===== src/rtl/pwm_multi_dac.sv =====
`default_nettype none
// ---------------------------------------------------------------------------
// pwm_multi_dac : shared-counter multi-channel PWM DAC, edge/centre aligned,
//                 double-buffered duty words applied only at period boundaries
// Revision      : 1.0
// ---------------------------------------------------------------------------
module pwm_multi_dac #(
  parameter int WIDTH          = 10,
  parameter int CHANNELS       = 4,
  parameter bit CENTER_ALIGNED = 1'b0,
  parameter bit POLARITY       = 1'b1
) (
  input  logic                      clk,
  input  logic                      rst,
  input  logic                      en,
  input  logic [WIDTH-1:0]          period,
  input  logic [CHANNELS*WIDTH-1:0] duty_in,
  input  logic                      duty_valid,
  output logic                      duty_ready,
  output logic [CHANNELS-1:0]       pwm_out,
  output logic                      period_start,
  output logic [WIDTH-1:0]          count
);

  typedef enum logic {
    DIR_UP   = 1'b0,
    DIR_DOWN = 1'b1
  } dir_t;

  localparam logic [WIDTH-1:0] ONE = WIDTH'(1);

  dir_t                      dir;
  dir_t                      dir_nxt;
  logic [WIDTH-1:0]          count_nxt;
  logic [WIDTH-1:0]          p_act;
  logic [CHANNELS*WIDTH-1:0] pending;
  logic                      pending_full;
  logic                      tick;
  logic                      accept;
  logic [WIDTH-1:0]          duty_act [CHANNELS];
  logic [CHANNELS-1:0]       pwm_nxt;

  assign duty_ready = !pending_full;
  assign accept     = duty_valid && !pending_full;

  // Counter/direction next state. In centre mode P=1 has no down leg, so the
  // boundary is taken directly at the top.
  always_comb begin
    tick      = 1'b0;
    count_nxt = count + ONE;
    dir_nxt   = dir;
    if (!en || (p_act == '0)) begin
      tick = 1'b1;
    end else if (CENTER_ALIGNED) begin
      tick = (count == ONE) && ((dir == DIR_DOWN) || (p_act == ONE));
    end else begin
      tick = (count == p_act);
    end

    if (tick) begin
      count_nxt = '0;
      dir_nxt   = DIR_UP;
    end else if (CENTER_ALIGNED) begin
      if (dir == DIR_DOWN) begin
        count_nxt = count - ONE;
      end else if (count == p_act) begin
        count_nxt = count - ONE;
        dir_nxt   = DIR_DOWN;
      end
    end
  end

  for (genvar g = 0; g < CHANNELS; g++) begin : g_ch
    assign pwm_nxt[g] = en ? (POLARITY ~^ (duty_act[g] > count)) : ~POLARITY;
  end

  always_ff @(posedge clk) begin
    if (rst) begin
      count        <= '0;
      dir          <= DIR_UP;
      p_act        <= '0;
      pending      <= '0;
      pending_full <= 1'b0;
      pwm_out      <= {CHANNELS{~POLARITY}};
      period_start <= 1'b0;
      for (int i = 0; i < CHANNELS; i++) begin
        duty_act[i] <= '0;
      end
    end else begin
      count        <= count_nxt;
      dir          <= dir_nxt;
      pwm_out      <= pwm_nxt;
      period_start <= tick && en;
      if (tick) begin
        p_act <= period;
        if (pending_full) begin
          for (int i = 0; i < CHANNELS; i++) begin
            duty_act[i] <= pending[i*WIDTH +: WIDTH];
          end
          pending_full <= 1'b0;
        end
      end
      // Accept and boundary-consume are mutually exclusive (ready = !full).
      if (accept) begin
        pending      <= duty_in;
        pending_full <= 1'b1;
      end
    end
  end

endmodule
`default_nettype wire


===== config.mk =====
export PLATFORM = sky130hd
export DESIGN_NAME = pwm_multi_dac
export DESIGN_NICKNAME = d
export VERILOG_FILES = /design/src/rtl/pwm_multi_dac.sv
export SDC_FILE = /design/constraint.sdc
export NUM_CORES = 1
export LEC_CHECK = 0
export ABC_AREA = 1
export BUFFER_PORTS_ARGS = -buffer_cell sky130_fd_sc_hd__buf_2
export CAP_MARGIN = 20
export CORE_UTILIZATION = 30
export CTS_BUF_LIST = sky130_fd_sc_hd__clkbuf_4 sky130_fd_sc_hd__clkbuf_8
export DETAILED_ROUTE_END_ITERATION = 10
export PLACE_DENSITY = 0.55
export SLEW_MARGIN = 20
export SYNTH_ARGS = -nofsm -noshare
export SYNTH_HDL_FRONTEND = slang
export SYNTH_SLANG_ARGS = --single-unit

===== constraint.sdc =====
create_clock -name clk -period 4.91 [get_ports clk]
set_input_delay 1.473 -clock clk [delete_from_list [all_inputs] [get_ports clk]]
set_output_delay 1.473 -clock clk [all_outputs]
set_load 0.02 [all_outputs]

==> metrics.yaml, run 1 <==
floorplan:
  die_w_um: 130.1
  num_io_pins: 70
  dieArea_um2: 16920
  start_util_pct: 30.87
  die_h_um: 130.1
  core_area_um2: 15940
  rows: 46
synthesis:
  synth_mux_area_share_pct: 0
  synth_area_leaders: "dfxtp_1 (27%), edfxtp_1 (24%), ha_1 (10%), a21oi_1 (6.9%), inv_1 (5.9%)"
  syn_area_um2: 4922
  synth_compound_area_share_pct: 12.51
  ys_seq_area_share_pct: 51.25
  synthAdderAreaFrac_pct: 10.42
  netlist.top_cell.by_area: "dfxtp_1"
  ys_ff_latch: 106
  synth_nets: 649
  syn_avg_cell_area_um2: 8.885
  synth_top_family_by_area: "simple AND/OR/NAND/NOR gates"
  synth-simple-area-share_pct: 15.00
  synthXorXnorAreaFrac_pct: 2.313
  syn_inst: 554
  yosysTopAreaCellShare_pct: 26.84
  synth_cell_type_count: 27
  yosys_warnings: 0
sta:
  setup-tns-final_ps: 0
  hold_viol_final: 0
  fin_ws_ps: 1745
  slew_viol_final: 0
  fin_crit_sh_pct: 64.45
  min_period_ps: 3165
  fin_skew_ps: 16.12
  holdWs_ps: 462.0
  slew_headroom_pct: 49.24
  fmax_mhz: 316.0
  tightest_slew_ps: 759.3
  rsz0062_at_grt: "false"
  setup_viol: 0
cts:
  insertion_delay_ps: 380
  cts_sinks: 106
  cts_made_buffers: 9
  cts_hold_buf: 0
  cts-root-buf: "clkbuf_8"
  clk_pin_slew_worst_paths_ps: 100
  post_cts_buffers: 0
  cts_buffer_depth: 2
  h-tree-depth: 3
  cts_tree: "built"
  cts_resized: 0
critical_path:
  critPathBufInv: 1
  crit_required_ps: 4960
  path_common_cell: "nand2_1"
  crit_type: "flip-flop to flip-flop"
  cp-end-kind: "flip-flop"
  crit_path_cell_trace: "xnor2_1 > nand2_1 > nor2_1 > nand3_1 > nand2_2 > nand2_1 > nand2_1 > buf_4"
  cp_top_family: "simple AND/OR/NAND/NOR gates"
  arrival_ps: 3220
  slowest_stage: "dfxtp_1"
  cp_slowest_stage_delay_ps: 590
  crit_fanout: 24
  start_kind: "flip-flop"
power:
  ir_drop_uv: 145.0
  p_per_area_nw_per_um2: 312.0
  p_leak_nw: 2.420
  finalPower_mw: 1.765
global_route:
  antenna_found_initial: 0
  grt_usage_pct: 13.30
  grt_pass1_vias: 3564
  grt_pass1_wl_um: 17110
  grt_overflow: 0
  grt_max_degree: 53
worst_hold_path:
  hp-class: "flip-flop to flip-flop"
final_layout:
  multiInputGateArea_um2: 1983
  stdcell_count: 838
  fin_util_pct: 35.47
  layout-drive-gt1-share_pct: 17.20
  fin_area_um2: 5655
  final_cell_mix: "inv_1 (78), buf_2 (69), a21oi_1 (68), nor2_1 (66), dfxtp_1 (66)"
  area_growth_pct: 14.90
  seq_area_um2: 2522
  final_common_cell: "inv_1"
  antennaDiodeCount: 0
  fill_cells: 1664
  nets: 712
routing:
  routed_wl_um: 10450
  drt-pass1-iter-count: 4
  drtIter0Drc: 165
  ant_nets: 0
  vias: 3664
  routedWlPerCell_um: 12.47
  drc: 0
  routed_via_density: 4.372
place:
  io_buffers: 69
  place_area_um2: 5479
  gp_congestion: 0.7768
  post-dp-hpwl_um: 7674
  post-place-ws_ps: 1690
  place_inst: 822
outcome:
  status: "complete, no violations"
run:
  drv_cap: 0
## cell type report
cell class | count | area share (%)
Tap cell | 216 | 4.779
Timing Repair Buffer | 73 | 6.991
Clock buffer | 9 | 2.190
Clock inverter | 7 | 0.9292
Sequential cell | 106 | 44.60
Multi-Input combinational cell | 345 | 35.07
Inverter | 82 | 5.442
## cells by family after synthesis
family	Yosys count
flops	106
fa+ha+maj	41
compound gates	121
xor+xnor	13
simple gates	170
buf+inv	103
## Yosys cell counts
master,count
o31ai_1,2
a211oi_1,1
xor2_1,8
a21oi_1,68
buf_6,4
inv_2,3
or2_2,1
nor2_2,10
xnor2_1,5
ha_1,41
nand3_4,1
nand3b_1,2
dfxtp_1,66
nand4_1,5
nand2_2,2
nand3_1,17
clkinv_1,1
inv_1,78
buf_2,2
clkbuf_1,14
nor3_1,10
edfxtp_1,40
nand2_1,56
nor2_1,66
o21ai_0,49
buf_1,1
o21bai_1,1
## registers in the layout, summed over array words and instances (netlist names)
signal and cells:
duty_act 40, pending 40, count 10, p_act 10, pwm_out 4, pending_full 1, period_start 1
## final timing paths
path,start,end,slack (ps),cells past startpoint
worst max register to register,count[0],duty_act[3][6],1750,8
worst min register to register,pending[31],pending[31],460,2
worst max-delay path,count[0],duty_act[3][6],1750,8
worst min-delay path,pending[31],pending[31],460,2
## tightest hold or removal path: stages (launching register included)
cell,delay (ps)
dfxtp_1,310
inv_1,60
a21oi_1,50
## layer usage
layer / track usage, % / vias to the layer above / share of wire [%]
li1: - / 1945 / -
met1: 17.18 / 1622 / 49
met2: 20.93 / 80 / 43
met3: 3.772 / 17 / 6.3
met4: 5.267 / 0 / 1.8
met5: 0 / - / 0
## where the power goes
part	switching (mW)	internal (mW)	total (mW)
combinational	0.158	0.0986	0.257
sequential	0.0281	0.979	1.01
clock	0.312	0.188	0.501
(Power assumes the default switching activity.)
==> run 2, diff against run 1 <==
Settings changed: ABC_AREA 1 to 0, PLACE_DENSITY 0.55 to 0.57.
Clock period 4.91 ns to 2.8 ns, I/O delays scaled along.
==> run 2 against run 1 <==
  * Worst setup slack lost 1200 ps
  * Wire length grew 1.6%
  * Final cell count shrank 9.7%
  * Sequential cell count is the same
  * Largest cell class unchanged
  * Largest power group unchanged
==> metrics.yaml, run 2 <==
synthesis:
  synth_nets: 569  # -12%
  yosys_most_used_dff: "dfxtp_1"
  syn_area_um2: 4785  # -2.8%
  synth_area_leaders: "dfxtp_1 (28%), edfxtp_1 (25%), ha_1 (11%), nand2_1 (6.5%), a21oi_1 (5.5%)"
  yosysMostFrequentCell: "nand2_1"
  synth_cell_type_count: 30  # +11%
  syn_inst: 474  # -14%
  netlist.top_cell.by_area: "dfxtp_1"
  yosys_warnings: 0  # unchanged
  yosysTopAreaCellShare_pct: 27.62  # +0.77 points
  ys_ff_latch: 106  # unchanged
  syn_avg_cell_area_um2: 10.09  # +14%
  synth_edf_count: 40  # unchanged
  postSynth.asyncResetShare_pct: 0  # unchanged
  ys_seq_area_share_pct: 52.72  # +1.5 points
  synthTopCellsByCount: "nand2_1 (83), dfxtp_1 (66), a21oi_1 (53)"
sta:
  holdWs_ps: 452.1  # -9.806 ps
  fmax_mhz: 441.5  # +40%
  tightest_slew_ps: 557.8  # -201.5 ps
  setup-tns-final_ps: 0  # unchanged
  setup_viol: 0  # unchanged
  hold_viol_final: 0  # unchanged
  slew_viol_final: 0  # unchanged
  min_period_ps: 2265  # -899.8 ps
  fin_skew_ps: 9.424  # -6.698 ps
  fin_crit_sh_pct: 80.89  # +16 points
  slew_headroom_pct: 62.73  # +13 points
  rsz0062_at_grt: "false"
cts:
  cts_hold_buf: 0  # unchanged
  insertion_delay_ps: 390  # about the same
  h-tree-depth: 3  # unchanged
  post_cts_buffers: 0  # unchanged
  cts_resized: 0  # unchanged
  cts-root-buf: "clkbuf_8"
  clk_pin_slew_worst_paths_ps: 90  # about the same
  cts_buffer_depth: 2  # unchanged
  cts_made_buffers: 9  # unchanged
  cts_tree: "built"
  cts_sinks: 106  # unchanged
routing:
  routedWlPerCell_um: 14.02  # +12%
  routed_via_density: 4.477  # +2.4%
  routed_wl_um: 10620  # +1.6%
  drt-pass1-iter-count: 4  # unchanged
  drc: 0  # unchanged
  drtIter0Drc: 140  # -15%
  ant_nets: 0  # unchanged
  vias: 3389  # -7.5%
outcome:
  status: "complete, no violations"
global_route:
  grt_pass1_wl_um: 17340  # +1.4%
  grt_overflow: 0  # unchanged
  grt_max_degree: 41  # -23%
  grt_usage_pct: 14.02  # +0.72 points
  antenna_found_initial: 0  # unchanged
  grt_pass1_vias: 3460  # -2.9%
power:
  clkPwrFrac_pct: 31.2  # +2.8 points
  seqPwrFrac_pct: 55.7  # -1.4 points
  swShare_pct: 24.98  # -3.3 points
  p_per_area_nw_per_um2: 560.6  # +80%
  ir_drop_uv: 233.0  # +61%
  p_leak_nw: 2.382  # -1.6%
  internal_power_mw: 2.356  # +86%
  p_sw_uw: 784.4  # +57%
  comb_power_share_pct: 13.1  # -1.4 points
place:
  io_buffers: 69  # unchanged
  gp_congestion: 0.7988  # +2.8%
  post-dp-hpwl_um: 7891  # +2.8%
  place_inst: 741  # -9.9%
floorplan:
  start_util_pct: 31.13  # +0.25 points
  die_h_um: 128.3  # -1.4%
  num_io_pins: 70  # unchanged
  die_w_um: 128.3  # -1.4%
  rows: 45  # -2.2%
  core_area_um2: 15370  # -3.6%
  dieArea_um2: 16460  # -2.8%
final_layout:
  stdcell_count: 757  # -9.7%
  area_growth_pct: 17.08
  fill_cells: 1571  # -5.6%
  largest_registers: "duty_act: 40 flops, pending: 40 flops"
  antennaDiodeCount: 0  # unchanged
  fin_util_pct: 36.44  # +0.97 points
  final_common_cell: "nand2_1"
  layout-drive-gt1-share_pct: 17.95  # +0.75 points
  final_cell_mix: "nand2_1 (83), buf_2 (69), dfxtp_1 (66), a21oi_1 (53), ha_1 (41)"
  nets: 636  # -11%
worst_hold_path:
  min-delay-start: "pending[27]"
  hp-class: "flip-flop to flip-flop"
critical_path:
  arrival_ps: 2320  # -900 ps
  worstReg2RegStart: "p_act[5]"
  crit_type: "flip-flop to flip-flop"
  start_kind: "flip-flop"
  cp-end-kind: "flip-flop"
  crit_fanout: 26  # +8.3%
  critical_path.startpoint: "p_act[5]"
  crit_required_ps: 2860  # -2100 ps
run:
  drv_cap: 0  # unchanged
## run 2: path summary, 6_finish.rpt
kind	end	slack, ps	depth (start not counted)
setup / recovery	duty_act[2][7]	540	5
hold / removal	pending[27]	450	2
setup reg to reg	duty_act[2][7]	540	5
hold reg to reg	pending[27]	450	2
## run 2: metrics by stage
step                instance area, um2  setup WS, ps  power (mW)
floorplan                         4796         203.4       2.056
global placement                  5396         629.9       2.185
detailed placement                5396         534.1       2.203
CTS                               5602         518.1       3.177
global route                      5602         460.0       3.310
finish                            5602         535.2       3.140
## run 2: metal layers
layer	vias to the layer above	global-route usage (%)	share of wire [%]
li1	1745	-	-
met1	1550	17.91	48
met2	77	22.77	46
met3	17	2.671	4.4
met4	0	6.644	2.1
met5	-	0	0
## run 2: critical path: stages (launching register included)
cell and delay [ps]:
dfxtp_1 340, or4_1 550, o41ai_2 350, a31oi_2 160
o21bai_4 190, buf_4 340
## run 2: power groups by stage
stage	registers [mW]	clock network, mW	logic, mW
floorplan	1.78	0	0.276
global placement	1.79	0	0.399
detailed placement	1.79	0	0.416
CTS	1.75	1.01	0.417
global route	1.76	1.08	0.470
finish	1.75	0.981	0.411
## run 2: kinds of logic (layout without fill, tap and decap cells)
family	count (synthesis)	count (layout)	share of synthesized area [%]
AO/OA/AOI/OAI	80	80	10.17
multiplexers	10	10	2.092
XOR/XNOR	18	18	3.295
flip-flops	106	106	52.72
AND/OR/NAND/NOR	178	178	17.60
buffers and inverters	41	113	3.399
adder cells (fa/ha/maj)	41	41	10.72
## run 2: area by class of cell
cell class / instances / area (um2) / area share (%)
inverter: 19 / 71.32 / 1.273
multi-input combinational: 327 / 2113 / 37.73
tap: 211 / 264.0 / 4.713
sequential: 106 / 2522 / 45.03
timing repair buffer: 78 / 425.4 / 7.594
clock buffer: 13 / 166.4 / 2.971
clock inverter: 3 / 38.79 / 0.6924
